[src/rtl/vdma_pkg.sv]
// Shared AXI constants and state encoding for the video DMA read and write cores.
package vdma_pkg;

    localparam logic [1:0] BURST_INCR       = 2'b01;
    localparam logic [3:0] CACHE_BUFFERABLE = 4'b0001;
    localparam logic [2:0] PROT_ZERO        = 3'b000;
    localparam logic       LOCK_ZERO        = 1'b0;

    typedef enum logic {
        ST_IDLE = 1'b0,
        ST_RUN  = 1'b1
    } vdma_state_t;

endpackage

[src/rtl/vdma_hv_counter.sv]
// Loadable h/v down-counter; h counts in units of h_step and flags the last unit of a line / frame.
module vdma_hv_counter #(
    parameter int H_WIDTH = 12,
    parameter int V_WIDTH = 12
) (
    input  logic               clk,
    input  logic               rst_n,
    input  logic               load,
    input  logic               step,
    input  logic [H_WIDTH-1:0] h_len,
    input  logic [H_WIDTH-1:0] h_step,
    input  logic [V_WIDTH-1:0] v_len,
    output logic               line_last,
    output logic               frame_last
);

    logic [H_WIDTH-1:0] h_rem;
    logic [V_WIDTH-1:0] v_rem;

    // h_rem holds the units still to go in the current line, including the current one
    always_ff @(posedge clk or negedge rst_n) begin
        if (!rst_n) begin
            h_rem <= '0;
            v_rem <= '0;
        end else if (load) begin
            h_rem <= h_len;
            v_rem <= v_len;
        end else if (step) begin
            if (line_last) begin
                h_rem <= h_len;
                v_rem <= v_rem - V_WIDTH'(1);
            end else begin
                h_rem <= h_rem - h_step;
            end
        end
    end

    assign line_last  = (h_rem == h_step);
    assign frame_last = line_last && (v_rem == V_WIDTH'(1));

endmodule

[src/rtl/vdma_axi4_to_axi4s_core.sv]
// Read-side video DMA: fetches a 2-D frame over AXI4 reads and emits it as an AXI4-Stream video stream.
//  state | meaning
//  IDLE  | no frame armed; waits for ctl_enable
//  RUN   | frame in flight; restarts or idles once AR and R engines are both done
module vdma_axi4_to_axi4s_core
    import vdma_pkg::*;
#(
    parameter int AXI4_ID_WIDTH    = 6,
    parameter int AXI4_ADDR_WIDTH  = 32,
    parameter int AXI4_DATA_SIZE   = 2,
    parameter int AXI4_DATA_WIDTH  = 8 << AXI4_DATA_SIZE,
    parameter int AXI4_LEN_WIDTH   = 8,
    parameter int AXI4_QOS_WIDTH   = 4,
    parameter int AXI4S_USER_WIDTH = 1,
    parameter int STRIDE_WIDTH     = 14,
    parameter int INDEX_WIDTH      = 8,
    parameter int H_WIDTH          = 12,
    parameter int V_WIDTH          = 12
) (
    input  logic                        aresetn,
    input  logic                        aclk,

    input  logic                        ctl_enable,
    input  logic                        ctl_update,
    output logic                        ctl_busy,
    output logic [INDEX_WIDTH-1:0]      ctl_index,

    input  logic [AXI4_ADDR_WIDTH-1:0]  param_addr,
    input  logic [STRIDE_WIDTH-1:0]     param_stride,
    input  logic [H_WIDTH-1:0]          param_width,
    input  logic [V_WIDTH-1:0]          param_height,
    input  logic [AXI4_LEN_WIDTH-1:0]   param_arlen,

    output logic [AXI4_ADDR_WIDTH-1:0]  monitor_addr,
    output logic [STRIDE_WIDTH-1:0]     monitor_stride,
    output logic [H_WIDTH-1:0]          monitor_width,
    output logic [V_WIDTH-1:0]          monitor_height,
    output logic [AXI4_LEN_WIDTH-1:0]   monitor_arlen,

    output logic [AXI4_ID_WIDTH-1:0]    m_axi4_arid,
    output logic [AXI4_ADDR_WIDTH-1:0]  m_axi4_araddr,
    output logic [1:0]                  m_axi4_arburst,
    output logic [3:0]                  m_axi4_arcache,
    output logic [AXI4_LEN_WIDTH-1:0]   m_axi4_arlen,
    output logic                        m_axi4_arlock,
    output logic [2:0]                  m_axi4_arprot,
    output logic [AXI4_QOS_WIDTH-1:0]   m_axi4_arqos,
    output logic [3:0]                  m_axi4_arregion,
    output logic [2:0]                  m_axi4_arsize,
    output logic                        m_axi4_arvalid,
    input  logic                        m_axi4_arready,

    input  logic [AXI4_ID_WIDTH-1:0]    m_axi4_rid,
    input  logic [1:0]                  m_axi4_rresp,
    input  logic [AXI4_DATA_WIDTH-1:0]  m_axi4_rdata,
    input  logic                        m_axi4_rlast,
    input  logic                        m_axi4_rvalid,
    output logic                        m_axi4_rready,

    output logic [AXI4S_USER_WIDTH-1:0] m_axi4s_tuser,
    output logic                        m_axi4s_tlast,
    output logic [AXI4_DATA_WIDTH-1:0]  m_axi4s_tdata,
    output logic                        m_axi4s_tvalid,
    input  logic                        m_axi4s_tready
);

    vdma_state_t state, state_next;
    logic        start_frame, arm, update_pending, ar_done, r_done;

    logic [AXI4_ADDR_WIDTH-1:0] reg_addr;
    logic [STRIDE_WIDTH-1:0]    reg_stride;
    logic [H_WIDTH-1:0]         reg_width;
    logic [V_WIDTH-1:0]         reg_height;
    logic [AXI4_LEN_WIDTH-1:0]  reg_arlen;
    logic [INDEX_WIDTH-1:0]     index;

    logic [AXI4_ADDR_WIDTH-1:0] araddr, line_base, burst_bytes, stride_ext;
    logic [H_WIDTH-1:0]         burst_beats;
    logic                       arvalid, ar_fire, ar_line_last, ar_frame_last;

    logic                       tvalid, tuser, tlast, first, r_fire, rready;
    logic                       r_line_last, r_frame_last;
    logic [AXI4_DATA_WIDTH-1:0] tdata;

    logic unused_inputs;
    assign unused_inputs = ^{m_axi4_rid, m_axi4_rresp, m_axi4_rlast};

    always_comb begin
        state_next  = state;
        start_frame = 1'b0;
        case (state)
            ST_IDLE: begin
                if (ctl_enable) begin
                    state_next  = ST_RUN;
                    start_frame = 1'b1;
                end
            end
            ST_RUN: begin
                if (ar_done && r_done) begin
                    if (ctl_enable) start_frame = 1'b1;
                    else            state_next  = ST_IDLE;
                end
            end
            default: state_next = ST_IDLE;
        endcase
    end

    // An update request seen mid-frame is remembered until the next frame start consumes it
    always_ff @(posedge aclk or negedge aresetn) begin
        if (!aresetn) begin
            state          <= ST_IDLE;
            arm            <= 1'b0;
            update_pending <= 1'b0;
            index          <= '0;
            reg_addr       <= '0;
            reg_stride     <= '0;
            reg_width      <= '0;
            reg_height     <= '0;
            reg_arlen      <= '0;
        end else begin
            state <= state_next;
            arm   <= start_frame;
            if (start_frame) begin
                index          <= index + INDEX_WIDTH'(1);
                update_pending <= 1'b0;
                if (ctl_update || update_pending) begin
                    reg_addr   <= param_addr;
                    reg_stride <= param_stride;
                    reg_width  <= param_width;
                    reg_height <= param_height;
                    reg_arlen  <= param_arlen;
                end
            end else if (ctl_update) begin
                update_pending <= 1'b1;
            end
        end
    end

    assign burst_beats = H_WIDTH'(reg_arlen) + H_WIDTH'(1);
    assign burst_bytes = (AXI4_ADDR_WIDTH'(reg_arlen) + AXI4_ADDR_WIDTH'(1)) << AXI4_DATA_SIZE;
    assign stride_ext  = AXI4_ADDR_WIDTH'(reg_stride);
    assign ar_fire     = arvalid && m_axi4_arready;

    vdma_hv_counter #(.H_WIDTH(H_WIDTH), .V_WIDTH(V_WIDTH)) u_ar_cnt (
        .clk        (aclk),
        .rst_n      (aresetn),
        .load       (arm),
        .step       (ar_fire),
        .h_len      (reg_width),
        .h_step     (burst_beats),
        .v_len      (reg_height),
        .line_last  (ar_line_last),
        .frame_last (ar_frame_last)
    );

    always_ff @(posedge aclk or negedge aresetn) begin
        if (!aresetn) begin
            arvalid   <= 1'b0;
            araddr    <= '0;
            line_base <= '0;
            ar_done   <= 1'b0;
        end else begin
            if (start_frame) ar_done <= 1'b0;
            else if (ar_fire && ar_frame_last) ar_done <= 1'b1;

            if (arm) begin
                arvalid   <= 1'b1;
                araddr    <= reg_addr;
                line_base <= reg_addr;
            end else if (ar_fire) begin
                if (ar_frame_last) begin
                    arvalid <= 1'b0;
                end else if (ar_line_last) begin
                    araddr    <= line_base + stride_ext;
                    line_base <= line_base + stride_ext;
                end else begin
                    araddr <= araddr + burst_bytes;
                end
            end
        end
    end

    assign rready = !tvalid || m_axi4s_tready;
    assign r_fire = m_axi4_rvalid && rready && (state == ST_RUN) && !r_done;

    vdma_hv_counter #(.H_WIDTH(H_WIDTH), .V_WIDTH(V_WIDTH)) u_r_cnt (
        .clk        (aclk),
        .rst_n      (aresetn),
        .load       (arm),
        .step       (r_fire),
        .h_len      (reg_width),
        .h_step     (H_WIDTH'(1)),
        .v_len      (reg_height),
        .line_last  (r_line_last),
        .frame_last (r_frame_last)
    );

    always_ff @(posedge aclk or negedge aresetn) begin
        if (!aresetn) begin
            tvalid <= 1'b0;
            tdata  <= '0;
            tuser  <= 1'b0;
            tlast  <= 1'b0;
            first  <= 1'b0;
            r_done <= 1'b0;
        end else begin
            if (start_frame) r_done <= 1'b0;
            else if (r_fire && r_frame_last) r_done <= 1'b1;

            if (arm) first <= 1'b1;
            else if (r_fire) first <= 1'b0;

            if (r_fire) begin
                tvalid <= 1'b1;
                tdata  <= m_axi4_rdata;
                tuser  <= first;
                tlast  <= r_line_last;
            end else if (m_axi4s_tready) begin
                tvalid <= 1'b0;
            end
        end
    end

    assign ctl_busy        = (state == ST_RUN);
    assign ctl_index       = index;
    assign monitor_addr    = reg_addr;
    assign monitor_stride  = reg_stride;
    assign monitor_width   = reg_width;
    assign monitor_height  = reg_height;
    assign monitor_arlen   = reg_arlen;

    assign m_axi4_arid     = '0;
    assign m_axi4_araddr   = araddr;
    assign m_axi4_arburst  = BURST_INCR;
    assign m_axi4_arcache  = CACHE_BUFFERABLE;
    assign m_axi4_arlen    = reg_arlen;
    assign m_axi4_arlock   = LOCK_ZERO;
    assign m_axi4_arprot   = PROT_ZERO;
    assign m_axi4_arqos    = '0;
    assign m_axi4_arregion = 4'b0000;
    assign m_axi4_arsize   = 3'(AXI4_DATA_SIZE);
    assign m_axi4_arvalid  = arvalid;
    assign m_axi4_rready   = rready;

    assign m_axi4s_tuser   = AXI4S_USER_WIDTH'(tuser);
    assign m_axi4s_tlast   = tlast;
    assign m_axi4s_tdata   = tdata;
    assign m_axi4s_tvalid  = tvalid;

endmodule

[config.mk]
export PLATFORM = sky130hd
export DESIGN_NAME = vdma_axi4_to_axi4s_core
export DESIGN_NICKNAME = d
export VERILOG_FILES = /design/src/rtl/vdma_pkg.sv /design/src/rtl/vdma_hv_counter.sv /design/src/rtl/vdma_axi4_to_axi4s_core.sv
export SDC_FILE = /design/constraint.sdc
export NUM_CORES = 1
export LEC_CHECK = 0
export ABC_AREA = 1
export CELL_PAD_IN_SITES_DETAIL_PLACEMENT = 1
export CELL_PAD_IN_SITES_GLOBAL_PLACEMENT = 2
export CORE_AREA = 2 2 223 225
export CTS_BUF_LIST = sky130_fd_sc_hd__clkbuf_2 sky130_fd_sc_hd__clkbuf_4 sky130_fd_sc_hd__clkbuf_8
export CTS_CLUSTER_DIAMETER = 30
export DETAILED_ROUTE_END_ITERATION = 6
export DIE_AREA = 0 0 225 227
export PLACE_DENSITY = 0.86
export SLEW_MARGIN = 20
export SYNTH_ARGS = -nofsm -noshare
export SYNTH_HDL_FRONTEND = slang
export SYNTH_HIERARCHICAL = 1
export SYNTH_SLANG_ARGS = --single-unit
[constraint.sdc]
create_clock -name aclk -period 7.99 [get_ports aclk]
set_input_delay 1.598 -clock aclk [delete_from_list [all_inputs] [get_ports aclk]]
set_output_delay 1.598 -clock aclk [all_outputs]
set_load 0.01 [all_outputs]
==> flow_summary_export.csv, run 1 <==
group,metric,value,unit
timing,finalSetupTns,0,ns
setup_path,worstPathArrival,5.56,ns
power,powerDensity,219,nW/um^2
layout,syn2layout_area_growth,32.1,%
routing,drtIter0Drc,784,
clock_network,path_clk_slew,0.05,ns
timing,max_freq,0.201,GHz
synth,yosys_warnings,6,
setup_path,critPathSlowestCell,"nor2_4",
setup_path,max_stage_delay,0.82,ns
routing,drc,0,
global_route,grt_use_total,22.3,%
setup_path,crit_type,"reg2reg",
clock_network,post_cts_resize_count,0,
routing,drt_wl_total,56.8,mm
layout,ff_latch_area,6010,sq um
power,power_switching,1.49,mW
run_status,status,"complete, no violations",
global_route,first_global_vias,15892,
synth,synth.avg_cell_area,7.59,sq um
placement,place_area,19100,sq um
timing,fin_crit_sh,62.1,%
synth,synth_edf_count,0,
routing,route.vias.total,15142,
die,die_area,51100,sq um
setup_path,cp-start-kind,"register",
layout,fillerInstances,5879,
routing,post_drt_wl_per_cell,18.3,microns
power,switching_share,32.5,%
layout,drive_gt1_share,13.8,%
clock_network,ctsRootBufferMaster,"clkbuf_8",
setup_path,endpoint_kind,"register",
global_route,grt_max_degree,147,
clock_network,cts_sinks,240,
power,internal-power,3.09,mW
timing,slew_headroom,23.0,%
routing,dr.pass1.iters,5,
clock_network,htreeDepth,3,
layout,postLayoutCellArea,20900,sq um
run,cap_violations,0,
clock_network,insertion_delay,0.67,ns
placement,place.gp.congestion,0.866,
synth,synth_cell_types,55,
synth,syn_inst,2087,
placement,io_buffers,280,
synth,synth_area_leader_cell,"dfrtp_1",
die,start_util,32.6,%
setup_path,crit_path_max_fanout,25,
clock_network,ctsLongestPathBuffers,3,
layout,multi_input_area,8440,sq um
global_route,grt_first_pass_wirelength,89.1,mm
power,seq_power_share,31.2,%
worst_hold_path,min-delay-path-class,"reg2reg",
power,peakVddDrop,0.127,mV
synth,synth.top_cell.area_share,37.9,%
clock_network,cts_tree,"yes",
global_route,antenna_found_initial,0,
die,fp.dieH,227,microns
synth,synthArstFlopShare,100,%
die,fp.dieW,225,microns
die,rows,81,
setup_path,worstPathCellList,"ha_1 > nand2_1 > inv_1 > nand4_1 > nor3b_1 > inv_1 > ha_1 > nand2_1 > nor2_4 > nand2_1 > nor2_4 > inv_1 > nor2_4 > a32oi_1 > nand3_1",
placement,hpwl,42.4,mm
die,core-area,48500,sq um
layout,layout.nets,2599,
timing,setup_viol,0,
synth,synth_commonest_cells,"684 x nand2_1, 248 x inv_1, 240 x dfrtp_1",
routing,via_per_inst,4.88,
synth,synth_most_common_cell,"nand2_1",
timing,finalCriticalPeriod,4.96,ns
clock_network,numCtsBuffers,78,
clock_network,postCtsHoldBufs,0,
power,p_comb_share,21.4,%
layout,antenna_cells,0,
synth,synth-seq-area-share,37.9,%
timing,drv_slew,0,
synth,synth.area.top_cells,"dfrtp_1 38%, nand2_1 16%, mux2_4 7.0%, inv_1 5.9%, nand3_1 5.1%",
routing,ant_nets,0,
power,p_leak,10.9,nW
global_route,grt_overflow,0,
timing,timing.hold.ws,0.478,ns
die,boundaryPins,317,
power,p_clk_share,47.3,%
setup_path,cp.required,8.58,ns
timing,skew,0.0339,ns
timing,hold_viol,0,
timing,rsz0062_at_grt,"false",
synth,synth_area,15800,sq um
timing,worstMarginPinSlew,1.15,ns
synth,synth_flop_cell,"dfrtp_1",
clock_network,postCtsSetupRepairBufs,0,
synth,yosys_register_bits,240,
==> logic make-up after synthesis <==
family | after synthesis | share of synthesized area [%]
compound gates | 193 | 7.00
xor+xnor | 32 | 1.86
fa+ha+maj | 55 | 4.53
buf+inv | 345 | 9.79
flops | 240 | 37.9
mux | 75 | 7.08
other cells | 2 | 0.0474
simple gates | 1145 | 31.8
==> stage by stage <==
stage | util, % | total power, mW | worst slack, ns | cells
floorplan | - | 2.05 | 4.65 | 2127
global placement | 39.4 | 2.41 | 3.14 | 2960
detailed placement | 39.4 | 2.43 | 3.05 | 2960
CTS | 43.1 | 4.64 | 3.02 | 3100
global route | 43.1 | 4.84 | 2.73 | 3100
finish | 43.1 | 4.59 | 3.03 | 3100
==> flip-flops by register name, summed over array words and instances, names as in the netlist <==
name / cells
ctl_busy: 1
monitor_width: 12
m_axi4_arlen: 8
ctl_index: 8
m_axi4_arvalid: 1
update_pending: 1
monitor_addr: 32
u_ar_cnt/v_rem: 12
u_ar_cnt/h_rem: 12
m_axi4_araddr: 32
r_done: 1
u_r_cnt/v_rem: 12
first: 1
m_axi4s_tvalid: 1
m_axi4s_tdata: 32
monitor_height: 12
u_r_cnt/h_rem: 12
ar_done: 1
monitor_stride: 14
m_axi4s_tuser: 1
arm: 1
line_base: 32
m_axi4s_tlast: 1
==> cell type report <==
class | count | share of cell area (%)
Tap cell | 622 | 3.72
Multi-Input combinational cell | 1542 | 40.3
Inverter | 268 | 4.85
Sequential cell | 240 | 28.7
Clock inverter | 31 | 1.86
Clock buffer | 109 | 6.83
Timing Repair Buffer | 288 | 13.8
==> layout by cell type, fill, tap and decap left out, types with 23 or more instances in the layout <==
cell,synthesis,routed
nand2_1,684,684
clkdlybuf4s50_1,0,279
inv_1,248,248
dfrtp_1,240,239
nand3_1,162,162
nor2_1,153,153
clkbuf_8,0,98
mux2_4,74,74
a21oi_1,72,72
ha_1,51,51
o21ai_0,46,46
conb_1,2,42
nand2_2,31,31
nand4_1,25,25
o21ai_1,23,23
==> power by group through the flow <==
stage,clock network (mW),registers [mW],logic (mW)
after detailed placement,0,1.45,0.983
after floorplan,0,1.42,0.633
after global placement,0,1.45,0.960
after global routing,2.29,1.45,1.11
after CTS,2.22,1.43,0.991
final,2.17,1.43,0.983
==> metal layers <==
layer / GRT usage [%] / up-vias / share of wire [%]
li1: - / 7284 / -
met1: 31.0 / 7389 / 47
met2: 33.9 / 390 / 44
met3: 6.30 / 79 / 7.0
met4: 6.43 / 0 / 1.9
met5: 0 / - / 0
==> final timing paths <==
kind | startpoint | to | slack [ns] | cells after the start
max | m_axi4_arlen[0]$_DFFE_PN0P_ | m_axi4_araddr[2]$_DFFE_PN0P_ | 3.03 | 15
min | m_axi4s_tdata[1]$_DFFE_PN0P_ | m_axi4s_tdata[1]$_DFFE_PN0P_ | 0.48 | 2
max reg2reg | m_axi4_arlen[0]$_DFFE_PN0P_ | m_axi4_araddr[2]$_DFFE_PN0P_ | 3.03 | 15
min reg2reg | m_axi4s_tdata[1]$_DFFE_PN0P_ | m_axi4s_tdata[1]$_DFFE_PN0P_ | 0.48 | 2
max in group asynchronous | aresetn | u_ar_cnt/h_rem[8]$_DFFE_PN0P_ | 5.76 | 2
min in group asynchronous | aresetn | monitor_stride[8]$_DFFE_PN0P_ | 0.97 | 1
==> critical path: cells and delay by family (launching register included) <==
kind / cells / cell delay [ns]
AO/OA/AOI/OAI: 1 / 0.46
adder cells (fa/ha/maj): 2 / 0.58
buffers and inverters: 3 / 0.79
flip-flops: 1 / 0.43
AND/OR/NAND/NOR: 9 / 2.61
No activity file was read; power rests on OpenSTA's default activity.
==> run 2: changes to the inputs <==
--- a/config.mk
+++ b/config.mk
@@ -8,12 +8,12 @@
 export ABC_AREA = 1
 export CELL_PAD_IN_SITES_DETAIL_PLACEMENT = 1
 export CELL_PAD_IN_SITES_GLOBAL_PLACEMENT = 2
-export CORE_AREA = 2 2 223 225
+export CORE_AREA = 2 2 230 232
 export CTS_BUF_LIST = sky130_fd_sc_hd__clkbuf_2 sky130_fd_sc_hd__clkbuf_4 sky130_fd_sc_hd__clkbuf_8
 export CTS_CLUSTER_DIAMETER = 30
 export DETAILED_ROUTE_END_ITERATION = 6
-export DIE_AREA = 0 0 225 227
-export PLACE_DENSITY = 0.86
+export DIE_AREA = 0 0 232 234
+export PLACE_DENSITY = 0.81
 export SLEW_MARGIN = 20
 export SYNTH_ARGS = -nofsm -noshare
 export SYNTH_HDL_FRONTEND = slang
==> constraint.sdc (replaced) <==
create_clock -name aclk -period 4.75 [get_ports aclk]
set_input_delay 0.95 -clock aclk [delete_from_list [all_inputs] [get_ports aclk]]
set_output_delay 0.95 -clock aclk [all_outputs]
set_load 0.01 [all_outputs]
==> flow_summary_export.csv, run 2 (same netlist as run 1, synthesis figures left out) <==
group,metric,value,unit
layout,layout_commonest_cell,"nand2_1",
global_route,antenna_found_initial,0,
timing,worstMarginPinSlew,0.898,ns
clock_network,ctsRootBufferMaster,"clkbuf_8",
power,internal-power,5.07,mW
timing,drv_slew,0,
die,die_area,54300,sq um
power,switching_share,32.2,%
layout,ff_latch_area,6010,sq um
setup_path,reg2regPathDepth,19,
routing,drt_wl_total,56.9,mm
layout,drive_gt1_share,13.9,%
power,p_clk_share,45.6,%
timing,finalSetupTns,0,ns
setup_path,cp-start-kind,"register",
timing,fin_crit_sh,87.3,%
setup_path,crit_type,"reg2reg",
layout,antenna_cells,0,
global_route,grt_overflow,0,
setup_path,ff2ff_setup_slack,0.61,ns
layout,syn2layout_area_growth,32.3,%
clock_network,path_clk_slew,0.05,ns
run,cap_violations,0,
clock_network,cts_tree,"yes",
routing,ant_nets,0,
global_route,grt_max_degree,113,
routing,drc,0,
clock_network,ctsLongestPathBuffers,3,
power,peakVddDrop,0.214,mV
timing,setup_ws,0.606,ns
routing,via_per_inst,4.76,
placement,place.gp.congestion,0.837,
setup_path,endpoint_kind,"register",
setup_path,r2r_start,"m_axi4_arlen[1]$_DFFE_PN0P_",
die,start_util,30.5,%
die,boundaryPins,317,
clock_network,postCtsHoldBufs,0,
run_status,status,"complete, no violations",
clock_network,numCtsBuffers,74,
die,fp.dieH,234,microns
clock_network,insertion_delay,0.65,ns
power,powerDensity,356,nW/um^2
clock_network,post_cts_resize_count,0,
layout,final_cell_mix,"684 x nand2_1, 279 x clkdlybuf4s50_1, 248 x inv_1",
clock_network,postCtsSetupRepairBufs,0,
setup_path,crit_path_max_fanout,22,
routing,route.vias.total,15082,
timing,setup_viol,0,
power,power_switching,2.41,mW
layout,multi_input_area,8440,sq um
routing,dr.pass1.iters,4,
timing,hold_viol,0,
placement,hpwl,43.9,mm
routing,drtIter0Drc,625,
die,fp.dieW,232,microns
die,rows,84,
global_route,grt_first_pass_wirelength,89.4,mm
layout,fillerInstances,6332,
die,core-area,52000,sq um
setup_path,cp.required,5.32,ns
routing,post_drt_wl_per_cell,18.0,microns
worst_hold_path,min-delay-path-class,"in2async",
placement,io_buffers,280,
clock_network,htreeDepth,3,
placement,pre_cts_ws,0.307,ns
power,seq_power_share,32.2,%
layout,layout.nets,2603,
timing,max_freq,0.241,GHz
timing,skew,0.0385,ns
clock_network,cts_sinks,240,
power,p_leak,10.9,nW
timing,slew_headroom,40.2,%
global_route,first_global_vias,15880,
setup_path,r2r_end,"m_axi4_araddr[28]$_DFFE_PN0P_",
global_route,grt_use_total,21.2,%
setup_path,worstPathArrival,4.71,ns
power,p_comb_share,22.2,%
timing,finalCriticalPeriod,4.14,ns
timing,rsz0062_at_grt,"false",
-- run 2: through the flow --
stage,utilization (%),hold WS (ns),cell area [sq um],power (mW),instances
floorplan,-,0.453,16000,3.45,2127
global placement,37.0,0.462,19300,4.05,3034
detailed placement,37.0,0.464,19300,4.10,3034
CTS,40.3,0.378,21000,7.58,3169
global route,40.3,0.438,21000,7.93,3169
finish,40.3,0.374,21000,7.47,3169
-- run 2: area by class of cell --
class	instances	area share (%)
Clock inverter	25	1.34
Clock buffer	110	6.80
Inverter	268	4.84
Timing Repair Buffer	296	14.0
Sequential cell	240	28.6
Tap cell	688	4.10
Multi-Input combinational cell	1542	40.3
-- run 2: power groups by stage --
stage	clock, mW	combinational, mW	sequential [mW]
floorplan	0	1.06	2.39
global placement	0	1.63	2.43
detailed placement	0	1.66	2.44
CTS	3.50	1.67	2.41
global route	3.61	1.89	2.43
finish	3.41	1.66	2.41
-- run 2: layer usage --
metal  wire length (microns)  part of all wire [%]  global-route usage (%)  up-vias
met5                       0                     0                       0        -
met4                    1720                   3.0                    7.63        0
met3                    3220                   5.7                    4.66       98
met2                   24900                    44                    32.6      366
met1                   27100                    48                    29.3     7338
li1                        -                     -                       -     7280
-- run 2: critical path, cell delays in order (launching register included) --
cell	delay, ns
dfrtp_1	0.41
ha_1	0.20
nand2_1	0.06
inv_1	0.09
nand4_1	0.13
nor3b_1	0.48
inv_1	0.09
ha_1	0.37
nand2_1	0.15
nor2_4	0.06
nand4_4	0.12
nor2_1	0.08
nor2_2	0.17
inv_1	0.07
nor2_2	0.52
inv_2	0.15
nor2_4	0.23
buf_4	0.34
nand3_1	0.22
nand2_1	0.12
-- run 2: worst max-delay path by stage --
| stage | startpoint | end | slack, ns | cells after the start |
|---|---|---|---|---|
| after floorplan | m_axi4_arlen[1]$_DFFE_PN0P_ | line_base[11]$_DFFE_PN0P_ | 1.77 | 18 |
| after global placement | m_axi4_arlen[0]$_DFFE_PN0P_ | m_axi4_araddr[28]$_DFFE_PN0P_ | 0.47 | 19 |
| after detailed placement | m_axi4_arlen[1]$_DFFE_PN0P_ | m_axi4_araddr[28]$_DFFE_PN0P_ | 0.31 | 19 |
| after CTS | m_axi4_arlen[1]$_DFFE_PN0P_ | m_axi4_araddr[28]$_DFFE_PN0P_ | 0.28 | 19 |
| after global routing | m_axi4_arlen[1]$_DFFE_PN0P_ | m_axi4_araddr[28]$_DFFE_PN0P_ | 0.19 | 19 |
| final | m_axi4_arlen[1]$_DFFE_PN0P_ | m_axi4_araddr[28]$_DFFE_PN0P_ | 0.61 | 19 |
